File: config.mk
export PLATFORM = sky130hd
export DESIGN_NAME = jk_bank_ctrl
export DESIGN_NICKNAME = d
export VERILOG_FILES = /design/src/rtl/jk_bank_ctrl.sv
export SDC_FILE = /design/constraint.sdc
export NUM_CORES = 1
export LEC_CHECK = 0
export ABC_AREA = 1
export CAP_MARGIN = 30
export CORE_ASPECT_RATIO = 1.5
export CORE_MARGIN = 4
export CORE_UTILIZATION = 44
export DETAILED_ROUTE_END_ITERATION = 16
export PLACE_DENSITY = 0.78
export SLEW_MARGIN = 20
export SYNTH_ARGS = -nofsm -noshare
export SYNTH_HDL_FRONTEND = slang
export SYNTH_SLANG_ARGS = --single-unit
File: constraint.sdc
create_clock -name clk -period 1.8 [get_ports clk]
set_clock_uncertainty 0.05 [all_clocks]
set_input_delay 0.54 -clock clk [delete_from_list [all_inputs] [get_ports clk]]
set_output_delay 0.54 -clock clk [all_outputs]
set_load 0.02 [all_outputs]
File: src/rtl/jk_bank_ctrl.sv
// Sequencing controller for a bank of JK flops: clear/set/load/toggle/count
// commands over valid/ready, driving J/K from latched command state and live Q.
package jk_bank_ctrl_pkg;
  localparam logic [2:0] OP_NOP   = 3'd0;
  localparam logic [2:0] OP_CLEAR = 3'd1;
  localparam logic [2:0] OP_SET   = 3'd2;
  localparam logic [2:0] OP_LOAD  = 3'd3;
  localparam logic [2:0] OP_TOGL  = 3'd4;
  localparam logic [2:0] OP_UP    = 3'd5;
  localparam logic [2:0] OP_DN    = 3'd6;

  typedef enum logic [1:0] {S_IDLE, S_STEP, S_DONE} state_t;
endpackage

// One bit of J/K drive; carry/borrow say whether all lower Q bits are 1/0.
module jk_bank_ctrl_lane
  import jk_bank_ctrl_pkg::*;
(
  input  logic       en,
  input  logic [2:0] op,
  input  logic       data,
  input  logic       up_carry,
  input  logic       dn_borrow,
  output logic       j,
  output logic       k
);
  always_comb begin
    j = 1'b0;
    k = 1'b0;
    if (en) begin
      case (op)
        OP_CLEAR: k = 1'b1;
        OP_SET:   j = 1'b1;
        OP_LOAD:  begin j = data;      k = ~data;     end
        OP_TOGL:  begin j = data;      k = data;      end
        OP_UP:    begin j = up_carry;  k = up_carry;  end
        OP_DN:    begin j = dn_borrow; k = dn_borrow; end
        default:  ;
      endcase
    end
  end
endmodule

module jk_bank_ctrl
  import jk_bank_ctrl_pkg::*;
#(
  parameter int WIDTH = 4,
  parameter int CNT_W = 8
) (
  input  logic             clk,
  input  logic             reset,
  input  logic             cmd_valid_i,
  output logic             cmd_ready_o,
  input  logic [2:0]       cmd_op_i,
  input  logic [WIDTH-1:0] cmd_data_i,
  input  logic [CNT_W-1:0] cmd_count_i,
  input  logic             abort_i,
  input  logic [WIDTH-1:0] q_i,
  output logic [WIDTH-1:0] j_o,
  output logic [WIDTH-1:0] k_o,
  output logic             busy_o,
  output logic             done_o,
  output logic             aborted_o
);
  typedef struct packed {
    logic [2:0]       op;
    logic [WIDTH-1:0] data;
  } cmd_t;

  state_t           state, state_nxt;
  cmd_t             cmd_q;
  logic [CNT_W-1:0] remaining;
  logic             abort_flag;
  logic             accept, is_cnt, step_en;
  logic [2:0]       acc_op;
  logic [CNT_W-1:0] acc_cnt;
  logic [WIDTH:0]   up_carry, dn_borrow;

  assign accept = cmd_valid_i && cmd_ready_o;
  assign is_cnt = (cmd_op_i == OP_UP) || (cmd_op_i == OP_DN);
  // A zero-length count still takes one step, but as a no-change NOP step.
  assign acc_op  = (is_cnt && cmd_count_i == '0) ? OP_NOP : cmd_op_i;
  assign acc_cnt = (is_cnt && cmd_count_i != '0) ? cmd_count_i : CNT_W'(1);

  always_ff @(posedge clk or negedge reset) begin
    if (!reset) begin
      state      <= S_IDLE;
      cmd_q      <= '{op: OP_NOP, data: '0};
      remaining  <= '0;
      abort_flag <= 1'b0;
    end else begin
      state <= state_nxt;
      case (state)
        S_IDLE: if (accept) begin
          cmd_q      <= '{op: acc_op, data: cmd_data_i};
          remaining  <= acc_cnt;
          abort_flag <= 1'b0;
        end
        S_STEP: begin
          if (abort_i)                       abort_flag <= 1'b1;
          else if (remaining != CNT_W'(1))   remaining  <= remaining - CNT_W'(1);
        end
        default: abort_flag <= 1'b0;
      endcase
    end
  end

  always_comb begin
    state_nxt = state;
    case (state)
      S_IDLE:  if (accept) state_nxt = S_STEP;
      S_STEP:  if (abort_i || remaining == CNT_W'(1)) state_nxt = S_DONE;
      default: state_nxt = S_IDLE;
    endcase
  end

  always_comb begin
    cmd_ready_o = reset && (state == S_IDLE);
    busy_o      = (state != S_IDLE);
    done_o      = (state == S_DONE);
    aborted_o   = (state == S_DONE) && abort_flag;
    step_en     = (state == S_STEP) && !abort_i;
  end

  // Ripple prefix over live Q: carry chain for up-count, borrow chain for down.
  assign up_carry[0]  = 1'b1;
  assign dn_borrow[0] = 1'b1;

  for (genvar i = 0; i < WIDTH; i++) begin : g_lane
    assign up_carry[i+1]  = up_carry[i]  &  q_i[i];
    assign dn_borrow[i+1] = dn_borrow[i] & ~q_i[i];

    jk_bank_ctrl_lane u_lane (
      .en       (step_en),
      .op       (cmd_q.op),
      .data     (cmd_q.data[i]),
      .up_carry (up_carry[i]),
      .dn_borrow(dn_borrow[i]),
      .j        (j_o[i]),
      .k        (k_o[i])
    );
  end
endmodule

==> results of run 1 <==
## cell usage after synthesis
master / n
a211oi_1: 1
a21oi_1: 4
a21oi_2: 1
a31oi_1: 1
a41oi_1: 1
buf_2: 2
buf_4: 8
dfrtp_1: 18
ha_1: 2
inv_1: 34
inv_4: 1
nand2_1: 57
nand2_2: 2
nand3_1: 19
nand3_2: 1
nand4_1: 7
nor2_1: 33
nor2_2: 4
nor2_4: 1
nor3_1: 1
o211ai_1: 1
o21ai_0: 19
o21ai_4: 1
o22ai_1: 1
## per-stage QoR
step                      setup TNS (ps)  total power [mW]
after floorplan                        0              1.58
after global placement            -11260              2.09
after global routing               -3280              2.88
final                              -2560              2.63
after CTS                          -1920              2.48
after detailed placement          -12020              2.12
## power by group through the flow
stage | combinational, mW | clock (mW) | sequential [mW]
finish | 1.62 | 0.278 | 0.731
global route | 1.82 | 0.300 | 0.761
CTS | 1.48 | 0.280 | 0.714
detailed placement | 1.41 | 0 | 0.714
global placement | 1.38 | 0 | 0.708
floorplan | 0.888 | 0 | 0.693
## worst reg2reg max path, cell delays in order, from the launching register on
cell and delay, ps:
dfrtp_1 420, inv_1 120, ha_1 170, nand3_1 90
nor2_2 210, nand2_1 100, nand2_2 160, nor2_1 90
a21oi_2 130
## worst paths after layout
check | start | endpoint | slack, ps | cells after the start
worst min-delay path | reset | remaining[6] | 340 | 2
worst max register to register | remaining[1] | remaining[1] | 210 | 8
max in group asynchronous | reset | cmd_q[5] | 1130 | 2
min in group clk | remaining[7] | remaining[7] | 480 | 2
worst min register to register | remaining[7] | remaining[7] | 480 | 2
worst max-delay path | cmd_q[4] | k_o[1] | -410 | 8
## per-layer routing
layer,up-vias,global-route usage [%]
met1,733,20.6
met3,7,2.33
met5,-,0
met4,0,5.24
met2,44,39.4
li1,812,-
## sequential cells by signal, indices dropped and copies added (netlist names)
register    count
remaining       8
abort_flag      1
cmd_q           7
state           2
## cell type report
cell class / count / area share [%]
clock buffer: 3 / 2.00
inverter: 35 / 6.60
multi-input combinational: 157 / 39.9
sequential: 18 / 21.9
tap: 39 / 2.36
timing repair buffer: 66 / 27.3
## cells in the final DEF (no fill, tap or decap), types with 2 or more instances in the layout
cell and instances:
nor2_2 6, o21ai_1 2, o21ai_2 3, nand2_1 54, dfrtp_1 17, nand3_1 18, nand4_1 7, buf_6 3
nor2_1 28, clkdlybuf4s50_1 16, nand2_2 4, a21oi_1 4, o21ai_0 14, dlygate4sd2_1 5, ha_1 2, inv_1 28
inv_4 2, buf_4 40, nor2_4 4, clkbuf_8 3, inv_2 5
## logic make-up after synthesis
| group | Yosys count |
|---|---|
| compound gates | 30 |
| flops | 18 |
| simple gates | 125 |
| buf+inv | 45 |
| fa+ha+maj | 2 |
## what timing repair did
item / in CTS / in global routing
pin swaps: 3 / 9
setup buffers: 2 / 2
gates resized for setup: 79 / 24
setup endpoints to repair: 14 / 12
==> flow_metrics.tcl, run 1 <==
set metrics [dict create \
    outcome "complete, but fails checks" \
    violations "setup timing" \
    min_period_over_period_pct 123 \
    wl_per_cell_um 12.1 \
    port_buffers 33 \
    wl_met2_mm 2.16 \
    synth_seq_area_share_pct 32.3 \
    drive_gt1_share_pct 29.0 \
    holdWs_ps 342 \
    synthSimpleGateAreaFrac_pct 38.7 \
    pwr-share-seq_pct 27.8 \
    htree_levels 1 \
    synthDistinctLibCells 24 \
    ys_ff_latch 18 \
    core_area_sq_mm 0.00297 \
    dr.pass1.iters 5 \
    nets 306 \
    stdcell_count 318 \
    cts_buffers 3 \
    worstPathMaxFanout 3 \
    cap_viol_max_count 0 \
    setup_slack_ps -408 \
    p_leak_nw 1.05 \
    finalMaxSlewViolations 0 \
    synth_top_family_by_area "simple AND/OR/NAND/NOR gates" \
    diodes 0 \
    cts.reportedPaths.clkPinSlew_ps 70 \
    clock_latency_ps 250 \
    grt_max_degree 20 \
    netlist_instances 220 \
    peakVddDrop_uv 755 \
    ios 35 \
    final-setup-viol-count 8 \
    power_switching_mw 1.21 \
    path_delay_family "flip-flops" \
    hp-class "in -> async" \
    worst-endpoint-arrival_ps 1620 \
    place.gp.congestion 0.892 \
    n_fill_cell 251 \
    cts_buffer_depth 2 \
    swShare_pct 45.8 \
    hold_violations 0 \
    yosys_warnings 0 \
    grt_usage_pct 20.1 \
    synthXorXnorAreaFrac_pct 0 \
    path_cells "inv_2, nand2_4, nor2_4, inv_2, o21ai_2, nor2_1, a21oi_1, buf_4" \
    postLayoutCoreUtil_pct 69.5 \
    synth_fp_nets 245 \
    synth_compound_area_share_pct 12.6 \
    fmax_mhz 453 \
    cp_data_required_time_ps 1210 \
    avgViaCountPerCell 5.02 \
    slowest_delay_ps 410 \
    vias 1596 \
    start_util_pct 47.0 \
    cts_tree "built" \
    clkSinkCount 18 \
    synthAdderAreaFrac_pct 1.79 \
    min_period_ps 2210 \
    antenna_left 0 \
    pre_cts_slack_ps -979 \
    place_inst 311 \
    synth_area_leaders "dfrtp_1 32%, nand2_1 15%, inv_1 9.1%" \
    wl_met1_mm 1.44 \
    rsz0062_at_grt "yes" \
    drtIter0Drc 40 \
    hpwl_mm 2.84 \
    slew_headroom_pct 79.8 \
    rows 24 \
    route.detailed.drc 0 \
    die_x_um 54.0 \
    routed_wl_mm 3.85 \
    cp-start-kind "register" \
    multi_input_area_sq_um 825 \
    p_comb_share_pct 61.6 \
    grt_pass1_vias 1578 \
    highest_layer "met4" \
    antenna_found_initial 0 \
    p_int_mw 1.42 \
    grt.overflow.total 0 \
    met3WireLength_um 193 \
    powerDensity_mw_per_mm2 1270 \
    die_area_sq_mm 0.00416 \
    die_h_um 77.0 \
    hold_buffers 0 \
    syn_to_final_growth_pct 47.9 \
    dpl_cell_area_sq_mm 0.00194 \
    crit_buf_inv 3 \
    grt_pass1_wl_mm 6.51 \
    yosysTopAreaCell "dfrtp_1" \
    max_slew.worst_pin.slew_ps 302 \
    finalInstanceArea_sq_mm 0.00207 \
    synth_mux_area_share_pct 0 \
    synth_top_area_share_pct 32.3 \
    syn_avg_cell_area_sq_um 6.35 \
    regArea_sq_um 452 \
    root_buffer "clkbuf_8" \
    p_clk_share_pct 10.6 \
    critical_path.slowest_cell "dfrtp_1" \
    endpoint_kind "output pin" \
    cp_common_cell "inv_2" \
    worstSetupPathType "reg -> out" \
    syn-cell-area_sq_mm 0.00140 \
]
Power figures use the tool's default switching activity.
==> run 2, diff against run 1 <==
--- a/config.mk
+++ b/config.mk
@@ -12,6 +12,7 @@
 export CORE_UTILIZATION = 44
 export DETAILED_ROUTE_END_ITERATION = 16
 export PLACE_DENSITY = 0.78
+export REMOVE_ABC_BUFFERS = 1
 export SLEW_MARGIN = 20
 export SYNTH_ARGS = -nofsm -noshare
 export SYNTH_HDL_FRONTEND = slang
==> run 2 against run 1 <==
  * The run still ends with setup timing left
  * Utilization up 0.84 points
  * Total power down 0.40%
  * Register-to-register slack better by 30 ps
  * Sequential power about the same
  * First-iteration DRC count down 15%
  * Global-route usage down 0.24 points
  * Combinational power about the same
  * Clock power about the same
  * Critical path type is now in -> out
==> flow_metrics.tcl, run 2 (synthesis gave the netlist of run 1 again) <==
set metrics [dict create \
    outcome "complete, but fails checks" \
    violations "setup timing" \
    p_comb_share_pct 61.4 \
    routed_wl_mm 3.95 \
    hpwl_mm 2.82 \
    ios 35 \
    core_area_sq_mm 0.00297 \
    wl_per_cell_um 12.4 \
    place.gp.congestion 0.896 \
    vias 1590 \
    n_fill_cell 245 \
    start_util_pct 47.0 \
    swShare_pct 46.0 \
    power_switching_mw 1.21 \
    grt_max_degree 20 \
    dr.pass1.iters 4 \
    die_area_sq_mm 0.00416 \
    die_x_um 54.0 \
    cts.reportedPaths.clkPinSlew_ps 70 \
    hp-class "in -> async" \
    slew_headroom_pct 79.2 \
    p_int_mw 1.41 \
    root_buffer "clkbuf_8" \
    final-setup-viol-count 8 \
    pre_cts_slack_ps -915 \
    grt_usage_pct 19.8 \
    worstPathMaxFanout 5 \
    min_period_over_period_pct 117 \
    path_cells "clkdlybuf4s15_1, nand3_1, o22ai_4, nor2_1, nor2_1, buf_4" \
    grt_pass1_vias 1488 \
    setup_slack_ps -297 \
    fmax_mhz 477 \
    avgViaCountPerCell 4.98 \
    cp_data_required_time_ps 1210 \
    critical_path.slowest_cell "clkdlybuf4s15_1" \
    cts_buffer_depth 2 \
    die_h_um 77.0 \
    p_leak_nw 1.06 \
    stdcell_count 319 \
    min_period_ps 2100 \
    clock_latency_ps 250 \
    cts_buffers 3 \
    slowest_delay_ps 290 \
    endpoint_kind "output pin" \
    cp-start-kind "input port" \
    rsz0062_at_grt "yes" \
    rows 24 \
    finalMaxSlewViolations 0 \
    final_common_cell "nand2_1" \
    hold_violations 0 \
    powerDensity_mw_per_mm2 1250 \
    peakVddDrop_uv 878 \
    r2r_slack_ps 240 \
    top_register "remaining" \
    top_regs "remaining: 8 flops, cmd_q: 7 flops, state: 2 flops" \
    htree_levels 1 \
    largest_reg_flops 8 \
    place_inst 314 \
    clkSinkCount 18 \
    drtIter0Drc 34 \
    antenna_found_initial 0 \
    p_total_mw 2.62 \
    cp_common_cell "nor2_1" \
    grt.overflow.total 0 \
    drive_gt1_share_pct 30.7 \
    nets 307 \
    diodes 0 \
    worst-endpoint-arrival_ps 1510 \
    port_buffers 33 \
    pwr-share-seq_pct 27.9 \
    cts_tree "built" \
    grt_pass1_wl_mm 6.31 \
    cap_viol_max_count 0 \
    route.detailed.drc 0 \
    syn_to_final_growth_pct 49.7 \
    max_slew.worst_pin.slew_ps 312 \
    antenna_left 0 \
    p_clk_share_pct 10.7 \
    final_cell_mix "51 x nand2_1, 39 x buf_4, 27 x inv_1" \
    worstSetupPathType "in -> out" \
]
run 2: area by class of cell:
cell class,instances,area [sq um],area share (%)
multi-input cells,157,843,40.3
repair buffers,67,573,27.4
flip-flops and latches,18,450,21.5
inverters,35,134,6.40
well taps,39,48.8,2.33
clock buffers,3,41.3,1.97
run 2: layer usage:
metal | GRT usage (%) | vias up | part of all wire [%]
li1 | - | 816 | -
met1 | 20.4 | 735 | 38
met2 | 38.3 | 33 | 58
met3 | 2.13 | 6 | 2.9
met4 | 6.73 | 0 | 1.6
met5 | 0 | - | 0
run 2: worst paths after layout:
path | depth (start not counted) | endpoint | from
min | 2 | state[0] | reset
min in group clk | 2 | remaining[6] | remaining[6]
max reg2reg | 8 | remaining[1] | remaining[1]
max | 6 | k_o[3] | q_i[0]
max in group asynchronous | 2 | cmd_q[0] | reset
min reg2reg | 2 | remaining[6] | remaining[6]
run 2: worst max-delay path, delay by kind of cell:
| family | cells | cell delay (ps) |
|---|---|---|
| AOI/OAI and AO/OA | 1 | 210 |
| buffers and inverters | 2 | 430 |
| and+or+nand+nor | 3 | 320 |
run 2: repair_timing:
item                       CTS  global route
hold buffers                 0             0
gates resized for setup     85            20
pin swaps                    5             5
buffers inserted             1             1
setup endpoints to repair   14            12
run 2: per-stage QoR:
stage	instance area, sq um	util (%)	hold WS (ps)	TNS (ps)
2_1_floorplan	1330	-	194	-76.1
3_3_place_gp	1960	65.9	438	-11050
3_5_place_dp	1960	65.9	454	-11380
4_1_cts	2040	68.5	348	-2140
5_1_grt	2090	70.3	370	-2890
6_report	2090	70.3	341	-2220
run 2: power groups by stage:
stage | Clock, mW | Sequential (mW) | Combinational (mW)
3_3_place_gp | 0 | 0.713 | 1.39
4_1_cts | 0.289 | 0.723 | 1.50
5_1_grt | 0.309 | 0.753 | 1.78
3_5_place_dp | 0 | 0.721 | 1.42
2_1_floorplan | 0 | 0.693 | 0.850
6_report | 0.279 | 0.731 | 1.61
==> run 3, diff against run 2 <==
--- a/config.mk
+++ b/config.mk
@@ -12,7 +12,7 @@
 export CORE_UTILIZATION = 44
 export DETAILED_ROUTE_END_ITERATION = 16
 export PLACE_DENSITY = 0.78
-export REMOVE_ABC_BUFFERS = 1
+export SETUP_SLACK_MARGIN = 0.1
 export SLEW_MARGIN = 20
 export SYNTH_ARGS = -nofsm -noshare
 export SYNTH_HDL_FRONTEND = slang
==> run 3 against run 2 <==
  * The run still ends with setup timing left
  * Via count decreased by 0.57%
  * Global-route usage increased by 1.3 points
  * Final area increased by 2.3%
  * Critical path depth increased by 3
  * Worst hold slack got worse by 10 ps
  * Final cell count decreased by 0.63%
  * Total power increased by 6.1%
  * Die area unchanged
  * Clock-buffer cell count increased by 1
  * Fmax increased by 0.75%
  * Critical endpoint is now j_o[3]
  * Largest cell class unchanged
  * Highest routed layer unchanged
==> flow_metrics.tcl, run 3 (synthesis gave the netlist of run 1 again) <==
set metrics [dict create \
    outcome "complete, but fails checks" \
    violations "setup timing" \
    final_common_cell "nand2_1" \
    hpwl_mm 2.86 \
    endpoint_kind "output pin" \
    p_int_mw 1.50 \
    grt_max_degree 20 \
    place.gp.congestion 0.865 \
    setup_slack_ps -282 \
    hp-class "in -> async" \
    highest_layer "met4" \
    cts_buffer_depth 2 \
    cts_buffers 3 \
    antenna_left 0 \
    stdcell_count 317 \
    die_x_um 54.0 \
    finalInstanceArea_sq_mm 0.00214 \
    slew_headroom_pct 79.8 \
    wl_per_cell_um 12.7 \
    vias 1581 \
    wl_met2_mm 2.24 \
    grt_pass1_vias 1597 \
    avgViaCountPerCell 4.99 \
    syn_to_final_growth_pct 53.1 \
    grt_usage_pct 21.1 \
    cap_viol_max_count 0 \
    hold_violations 0 \
    top_register "remaining" \
    worstPathMaxFanout 3 \
    top_regs "remaining: 8 flops, cmd_q: 7 flops, state: 2 flops" \
    port_buffers 33 \
    grt_pass1_wl_mm 6.70 \
    powerDensity_mw_per_mm2 1300 \
    min_period_ps 2080 \
    cts.reportedPaths.clkPinSlew_ps 70 \
    ios 35 \
    rsz0062_at_grt "yes" \
    nets 304 \
    max_slew.worst_pin.slew_ps 301 \
    cp-start-kind "register" \
    hold_buffers 0 \
    die_area_sq_mm 0.00416 \
    cts_tree "built" \
    p_leak_nw 1.07 \
    p_comb_share_pct 61.0 \
    core_area_sq_mm 0.00297 \
    min_period_over_period_pct 116 \
    postLayoutCoreUtil_pct 71.9 \
    pwr-share-seq_pct 27.0 \
    dpl_cell_area_sq_mm 0.00193 \
    fmax_mhz 480 \
    die_h_um 77.0 \
    clock_latency_ps 260 \
    drive_gt1_share_pct 31.7 \
    wl_met1_mm 1.48 \
    start_util_pct 47.0 \
    largest_reg_flops 8 \
    cp_data_required_time_ps 1210 \
    final_cell_mix "51 x nand2_1, 31 x buf_4, 25 x inv_1, 25 x nor2_1, 18 x nand3_1" \
    final-setup-viol-count 8 \
    drtIter0Drc 31 \
    worstSetupPathType "reg -> out" \
    place_inst 310 \
    clkSinkCount 18 \
    met3WireLength_um 179 \
    dr.pass1.iters 4 \
    power_switching_mw 1.28 \
    finalMaxSlewViolations 0 \
    route.detailed.drc 0 \
    htree_levels 1 \
    peakVddDrop_uv 788 \
    antenna_found_initial 0 \
    worst-endpoint-arrival_ps 1490 \
    root_buffer "clkbuf_8" \
    diodes 0 \
    holdWs_ps 331 \
    grt.overflow.total 0 \
    rows 24 \
    swShare_pct 46.1 \
    p_clk_share_pct 12.0 \
    routed_wl_mm 4.03 \
]
[run 3: final cells by class]
type | count | area [sq um]
Timing Repair Buffer | 64 | 584
Fill cell | 245 | 835
Sequential cell | 18 | 453
Tap cell | 39 | 48.8
Clock buffer | 4 | 55.1
Multi-Input combinational cell | 157 | 858
Inverter | 35 | 139
[run 3: critical path, stage by stage (launching register included)]
cell and delay [ps]:
dfrtp_1 410, inv_2 130, nand2_4 70, buf_4 140, nor2_4 90, inv_2 50, o21ai_1 70, nor2_1 60
nor2_1 80, buf_4 140
[run 3: what timing repair did]
item	in CTS	in global routing
endpoints found under the setup margin	28	19
gates resized for setup	104	24
pin swaps	6	4
setup buffers	3	1
[run 3: worst paths after layout]
check                        startpoint            to  slack [ps]  depth (start not counted)
max in group asynchronous         reset      cmd_q[5]        1200                          2
setup reg to reg           remaining[1]  remaining[1]         230                          8
setup / recovery               cmd_q[4]        j_o[3]        -280                          9
hold reg to reg            remaining[4]  remaining[4]         480                          2
hold / removal                    reset      state[1]         330                          2
min in group clk           remaining[4]  remaining[4]         480                          2
[run 3: stage by stage]
stage | setup slack (ps) | power (mW) | setup TNS [ps]
after floorplan | 83.0 | 1.59 | 0
after global routing | -427 | 3.02 | -2880
after global placement | -927 | 2.09 | -11110
after CTS | -242 | 2.65 | -1790
final | -282 | 2.78 | -2070
after detailed placement | -947 | 2.13 | -11920
[run 3: power groups by stage]
stage	combinational [mW]	sequential, mW	clock, mW
after floorplan	0.891	0.695	0
after global placement	1.37	0.714	0
after detailed placement	1.41	0.721	0
after CTS	1.58	0.730	0.339
after global routing	1.88	0.776	0.356
final	1.69	0.750	0.334
[run 3: layer usage]
layer | vias up | global-route usage (%)
li1 | 807 | -
met1 | 712 | 22.4
met2 | 49 | 39.2
met3 | 13 | 2.91
met4 | 0 | 8.23
met5 | - | 0
